`config.mk`:
```
export PLATFORM = sky130hd
export DESIGN_NAME = program_loader
export DESIGN_NICKNAME = d
export VERILOG_FILES = /design/src/rtl/program_loader.sv
export SDC_FILE = /design/constraint.sdc
export NUM_CORES = 1
export LEC_CHECK = 0
export ABC_AREA = 1
export CAP_MARGIN = 20
export CORE_MARGIN = 2
export CORE_UTILIZATION = 46
export DETAILED_ROUTE_END_ITERATION = 8
export HOLD_SLACK_MARGIN = 0.08
export PLACE_DENSITY = 0.79
export RECOVER_POWER = 50
export SETUP_SLACK_MARGIN = 0.05
export SLEW_MARGIN = 10
export SYNTH_ARGS = -nofsm -noshare
export SYNTH_HDL_FRONTEND = slang
export SYNTH_SLANG_ARGS = --single-unit
```
`constraint.sdc`:
```
create_clock -name CLOCK -period 1.8 [get_ports CLOCK]
set_input_delay 0.36 -clock CLOCK [delete_from_list [all_inputs] [get_ports CLOCK]]
set_output_delay 0.36 -clock CLOCK [all_outputs]
set_load 0.05 [all_outputs]
```
`src/rtl/program_loader.sv`:
```
// Boot-time loader: streams a byte image into memory from address 0, reads it
// back against a running checksum, then hands the memory port and reset to the CPU.
package program_loader_pkg;
  localparam int REGSIZE = 8;

  typedef enum logic [1:0] {
    MEMORY_STAY  = 2'd0,
    MEMORY_READ  = 2'd1,
    MEMORY_WRITE = 2'd2
  } MEMORY_FLAG_TYPE;
endpackage

module program_loader
  import program_loader_pkg::*;
#(
  parameter int MEM_DEPTH = 256
) (
  input  logic                 CLOCK,
  input  logic                 RESET,
  input  logic                 LOAD_VALID,
  input  logic [REGSIZE-1:0]   LOAD_DATA,
  input  logic                 LOAD_LAST,
  output logic                 LOAD_READY,
  output logic [REGSIZE-1:0]   address,
  output MEMORY_FLAG_TYPE      rw_flag,
  output logic [REGSIZE-1:0]   write_memory_value,
  input  logic [REGSIZE-1:0]   read_memory_value,
  output logic                 MEM_SELECT,
  output logic                 CPU_RESET,
  output logic                 DONE,
  output logic                 LOAD_ERROR,
  output logic [REGSIZE:0]     LOADED_COUNT
);

  typedef enum logic [2:0] {
    ST_LOAD   = 3'd0,
    ST_VERIFY = 3'd1,
    ST_CHECK  = 3'd2,
    ST_RUN    = 3'd3,
    ST_ERROR  = 3'd4
  } state_t;

  localparam logic [REGSIZE:0] LAST_ADDR = (REGSIZE+1)'(MEM_DEPTH - 1);

  state_t               state_q, state_d;
  logic [REGSIZE:0]     loaded_count_q, loaded_count_d;
  logic [REGSIZE-1:0]   wsum_q, wsum_d;
  logic [REGSIZE-1:0]   rsum_q, rsum_d;
  logic [REGSIZE-1:0]   vidx_q, vidx_d;
  logic                 load_ready_q, cpu_reset_q, mem_select_q, done_q, load_error_q;
  logic                 xfer;

  assign xfer = (state_q == ST_LOAD) && LOAD_VALID;

  always_comb begin
    state_d        = state_q;
    loaded_count_d = loaded_count_q;
    wsum_d         = wsum_q;
    rsum_d         = rsum_q;
    vidx_d         = vidx_q;
    case (state_q)
      ST_LOAD: begin
        if (xfer) begin
          loaded_count_d = loaded_count_q + 1'b1;
          wsum_d         = wsum_q + LOAD_DATA;
          if (LOAD_LAST) begin
            state_d = ST_VERIFY;
            vidx_d  = '0;
            rsum_d  = '0;
          end else if (loaded_count_q == LAST_ADDR) begin
            // Last slot consumed without an end marker: the image cannot fit.
            state_d = ST_ERROR;
          end
        end
      end
      ST_VERIFY: begin
        rsum_d = rsum_q + read_memory_value;
        vidx_d = vidx_q + 1'b1;
        if ({1'b0, vidx_q} == loaded_count_q - 1'b1) state_d = ST_CHECK;
      end
      ST_CHECK: state_d = (rsum_q == wsum_q) ? ST_RUN : ST_ERROR;
      ST_RUN:   state_d = ST_RUN;
      default:  state_d = ST_ERROR;
    endcase
  end

  // Status outputs are registered off the next state so they track state_q exactly.
  always_ff @(posedge CLOCK) begin
    if (RESET) begin
      state_q        <= ST_LOAD;
      loaded_count_q <= '0;
      wsum_q         <= '0;
      rsum_q         <= '0;
      vidx_q         <= '0;
      load_ready_q   <= 1'b1;
      cpu_reset_q    <= 1'b1;
      mem_select_q   <= 1'b0;
      done_q         <= 1'b0;
      load_error_q   <= 1'b0;
    end else begin
      state_q        <= state_d;
      loaded_count_q <= loaded_count_d;
      wsum_q         <= wsum_d;
      rsum_q         <= rsum_d;
      vidx_q         <= vidx_d;
      load_ready_q   <= (state_d == ST_LOAD);
      cpu_reset_q    <= (state_d != ST_RUN);
      mem_select_q   <= (state_d == ST_RUN);
      done_q         <= (state_d == ST_RUN);
      load_error_q   <= (state_d == ST_ERROR);
    end
  end

  always_comb begin
    rw_flag            = MEMORY_STAY;
    address            = '0;
    write_memory_value = '0;
    if (xfer) begin
      rw_flag            = MEMORY_WRITE;
      address            = loaded_count_q[REGSIZE-1:0];
      write_memory_value = LOAD_DATA;
    end else if (state_q == ST_VERIFY) begin
      rw_flag = MEMORY_READ;
      address = vidx_q;
    end
  end

  assign LOAD_READY   = load_ready_q;
  assign CPU_RESET    = cpu_reset_q;
  assign MEM_SELECT   = mem_select_q;
  assign DONE         = done_q;
  assign LOAD_ERROR   = load_error_q;
  assign LOADED_COUNT = loaded_count_q;

endmodule

```
-- After elaboration in Yosys (flattened, before gate mapping)
Cells that the tools add are included.
- register bits: 40
- output and inout bits: 32
- reduce and logical (&&, ||, !) cells: 6
- multiplexer cells: 15
- equality and inequality tests: 11
- add/sub/neg operators: 5
- operators by type and width (cell ; count):
    $mux 8 ; 5
    $pmux 8 s2 ; 2
    $add 8x8->8 ; 2
    $mux 3 ; 5
    $pmux 3 s4 ; 1
    $add 9x1->9 const B ; 1
    $eq 3x2->1 const B ; 3
    $eq 8x9->1 ; 1
    $eq 9x8->1 const B ; 1
    $sub 9x1->9 const B ; 1
    $add 8x1->8 const B ; 1
    $eq 8x8->1 ; 1
    $logic_not 3->1 ; 2
    $ne 2x2->1 const B ; 2
    $eq 3x1->1 const B ; 1
    $eq 3x3->1 const B ; 1
    $ne 3x2->1 const B ; 1
    $reduce_and 3->1 ; 1
    $mux 2 ; 1
    $reduce_and 2->1 ; 1
    $reduce_bool 2->1 ; 1
    $logic_and 1x1->1 ; 1
    $mux 1 ; 1

-- Logic depth before layout (Yosys ltp)
- depth in word-level cells: 6
- gate-level depth with buffers: 13
- depth with buffers taken out: 13

-- Worst setup path after synthesis
No wires, ideal clock.
- path kind: register to output
- from: reg loaded_count_q[7], in the netlist LOADED_COUNT[7]
- to: out address[7]
- stages on the path, launching flop included: 3
- data arrival time: 1.951 ns
- required time: 1.440 ns
- setup slack: -0.511 ns
- cells stage by stage: dfxtp_1 > inv_1 > o21ai_0
- word-level cells in the longest chain between the ends: 1
- ends and longest elaborated chain (element ; line ; source):
    start: declaration ; 46 ; logic [REGSIZE:0] loaded_count_q, loaded_count_d;
    start signal: assignment ; 102 ; loaded_count_q <= loaded_count_d;
    $mux 8 ; 118 ; if (xfer) begin
    end: declaration ; 24 ; output logic [REGSIZE-1:0] address,
No other way between the ends.

-- Worst setup path in the final report
- from: reg state_q[1]
- to: out address[0]
- word-level cells in the longest chain between the ends: 3
- elaborated cells on any way between the ends: 5
- those cells by class: eq/ne: 1; mux: 2; reduce/logical: 2
- ends and longest elaborated chain (element ; line ; source):
    start: declaration ; 45 ; state_t state_q, state_d;
    start signal: assignment ; 101 ; state_q <= state_d;
    $eq 3x1->1 / $logic_not 3->1 (equally long branches) ; 122, 53 ;
    $mux 8 / $logic_and 1x1->1 (equally long branches) ; 122, 53 ;
    $mux 8 (*) ; 118 ;
Mark *: on every way between the ends. The rest lies on a longest branch, timed or not.

==> impl_metrics.ini <==
[outcome]
outcome = complete, but fails checks
violations = negative setup slack

[routing]
antenna_left = 0
wirelength_um = 10400
initialDrtViolationCount = 329
wl_per_cell_um = 17.75
drc = 0
viasPerCell = 5.664
drt_pass1_iterations = 5
dr_total_vias = 3319

[logic_synthesis]
synth_fp_nets = 434
yosys_warnings = 0
synth-seq-cells = 40
synthCells = 394
ys_types = 35
synth_area_um2 = 2735
synth_area_per_cell_um2 = 6.942
seq_area_frac_synth = 0.2928

[timing]
fmax_ghz = 0.5051
slew_viol_final = 0
clock_skew_ps = 10.20
hold_ws_ps = 526.8
hold_violations = 0
rsz0062_at_grt = true
finalWorstSetupSlack_ps = -179.8
tightest_slew_ps = 615.8
fin_crit_ps = 1980
post-route-period-util = 1.100
setup_viol = 17
maxSlewHeadroom = 0.5913
setup-tns-final_ps = -1651

[global_route]
grt_pass1_vias = 3018
grt_remaining_overflow = 0
grt_max_degree = 21
grt_pass1_wl_um = 13540
grt_usage = 0.2634
antenna_found_initial = 0

[setup_path]
timing.rr.start = wsum_q[0]$_SDFFE_PP0P_
cp.arrival_ps = 1620
endpoint = address[0]
worst-path-max-fanout = 6
r2r-end = wsum_q[6]$_SDFFE_PP0P_
reg2reg_slack_ps = -30
worstSetupEndpointType = output port
reg2reg_depth = 10
critPathLaunchType = register
required_ps = 1440
critPathKind = register to output port
crit_start = state_q[1]$_SDFF_PP0_

[placed_design]
placed_cell_area_um2 = 3780
io_buffer_count = 51
dp_cells = 550
place_congestion = 0.8599
dpl.hpwl_um = 5755

[power]
p_per_area_nw_per_um2 = 627.4
power_uw = 2812
vdd_ir_drop_max_v = 0.0004300
p_leak_uw = 0.002036

[clock_network]
cts_tree = done
cts.htree.levels = 2
clockBufferDepth = 2
clock_tree.root_cell = clkbuf_8
cts_hold_buf = 0
insertion_delay_ps = 310
cts.sinks = 40
clk_pin_slew_ps = 80
cts_buffers = 5

[cells_and_area]
area_growth_pct = 63.91
stdcell_count = 586
fillCellCount = 384
fin_area_um2 = 4483
fin_nets = 550
drive_gt1_frac = 0.3503
diodes = 0

[floorplan]
rows = 28
initial_core_util = 0.4703
io_pins = 52
die_h_um = 81.11
core_um2 = 5816
die_x_um = 81.11
dieArea_um2 = 6579

[worst_hold_path]
hp-class = register to register
min_path_cells = 2

[run]
maxCapViolCount = 0
==> registers in the layout (all words and copies together), names as in the netlist <==
| name | count |
|---|---|
| LOADED_COUNT | 9 |
| state_q | 3 |
| CPU_RESET | 1 |
| wsum_q | 8 |
| LOAD_ERROR | 1 |
| vidx_q | 8 |
| rsum_q | 8 |
| LOAD_READY | 1 |
| DONE | 1 |
==> cell type report <==
cell class	count	area (µm²)	area share
repair buffers	121	1249	0.2785
flip-flops and latches	40	812.0	0.1811
multi-input cells	283	1993	0.4446
well taps	75	93.84	0.02093
inverters	59	235.2	0.05247
clock buffers	8	100.1	0.02233
==> worst min-delay path by stage <==
stage | to | from
3_3_place_gp | rsum_q[4]$_SDFFE_PP0P_ | rsum_q[4]$_SDFFE_PP0P_
2_1_floorplan | wsum_q[0]$_SDFFE_PP0P_ | wsum_q[0]$_SDFFE_PP0P_
3_5_place_dp | rsum_q[3]$_SDFFE_PP0P_ | rsum_q[3]$_SDFFE_PP0P_
5_1_grt | rsum_q[6]$_SDFFE_PP0P_ | rsum_q[6]$_SDFFE_PP0P_
4_1_cts | rsum_q[3]$_SDFFE_PP0P_ | rsum_q[3]$_SDFFE_PP0P_
6_report | rsum_q[6]$_SDFFE_PP0P_ | rsum_q[6]$_SDFFE_PP0P_
==> worst max-delay path, cell delays in order, from the launching register on <==
cell        delay [ps]
dfxtp_2            350
inv_2               60
nand2_2             70
nor2_4             150
clkinvlp_4         210
buf_6              180
o22ai_4            130
buf_12             160
==> synthesized netlist by cell type <==
cell / instances / area (µm²)
nand2_1: 84 / 315.3
inv_1: 51 / 191.4
a21oi_1: 43 / 215.2
dfxtp_1: 40 / 800.8
nor2_1: 26 / 97.59
nand3_1: 20 / 100.1
o21ai_0: 20 / 100.1
ha_1: 18 / 225.2
xor2_1: 12 / 105.1
inv_2: 8 / 30.03
nor3_1: 7 / 35.03
o22ai_1: 7 / 43.79
xnor2_1: 7 / 61.31
nor2_2: 6 / 37.54
clkbuf_1: 5 / 18.77
buf_4: 4 / 30.03
nand4_1: 4 / 25.02
o21bai_1: 4 / 30.03
buf_2: 3 / 15.01
nand3_2: 3 / 30.03
nor3_4: 3 / 48.80
o21ai_1: 3 / 15.01
fa_1: 2 / 40.04
nand2_2: 2 / 12.51
nor2_4: 2 / 22.52
a211oi_1: 1 / 7.510
a31oi_4: 1 / 21.27
and2_1: 1 / 6.260
nand3b_1: 1 / 7.510
nor3b_1: 1 / 7.510
nor4_1: 1 / 6.260
nor4_2: 1 / 12.51
o211ai_1: 1 / 7.510
or2_1: 1 / 6.260
or2_2: 1 / 6.260
==> layout by cell type, fill, tap and decap left out, types with 8 or more instances in the layout <==
cell,n
buf_12,20
xor2_1,12
buf_4,59
dfxtp_1,35
clkbuf_1,11
ha_1,11
nor2_1,16
o21ai_0,14
inv_1,47
inv_2,8
nor2_4,12
clkdlybuf4s50_1,10
nand2_1,79
a21oi_1,36
nand3_1,17
==> per-layer routing <==
| layer | vias up | GRT usage | part of all wire |
|---|---|---|---|
| met5 | - | 0 | 0 |
| met2 | 209 | 0.4967 | 0.51 |
| li1 | 1514 | - | - |
| met3 | 69 | 0.03556 | 0.073 |
| met4 | 0 | 0.1017 | 0.055 |
| met1 | 1527 | 0.2975 | 0.36 |
==> power breakdown <==
part	total [µW]	switching, µW	internal, µW
Clock	699	348	351
Combinational	1130	623	502
Sequential	988	56.5	931
Total	2810	1030	1780
==> cells by family (layout without fill, tap and decap cells) <==
logic type / after synthesis / after routing / synth area share
and+or+nand+nor: 164 / 164 / 0.2841
AOI/OAI and AO/OA: 80 / 80 / 0.1610
buffers and inverters: 71 / 188 / 0.1043
DFF: 40 / 40 / 0.2928
adders and majority gates: 20 / 20 / 0.09698
xor gates and xnor gates: 19 / 19 / 0.06084
==> stage by stage <==
step	util	setup WS [ps]
after global placement	0.6500	-519.6
after detailed placement	0.6500	-619.7
after global routing	0.7709	-213.8
final	0.7709	-179.8
after CTS	0.7078	-96.41
after floorplan	-	-196.2
==> what timing repair did <==
item                                    in CTS  in global routing
cloned                                       1                  1
buffers inserted                            10                 16
endpoints found under the setup margin      23                 29
gates resized for setup                     36                 67
pin swaps                                   10                 15
Note: power is estimated with default switching activity, not from simulation.
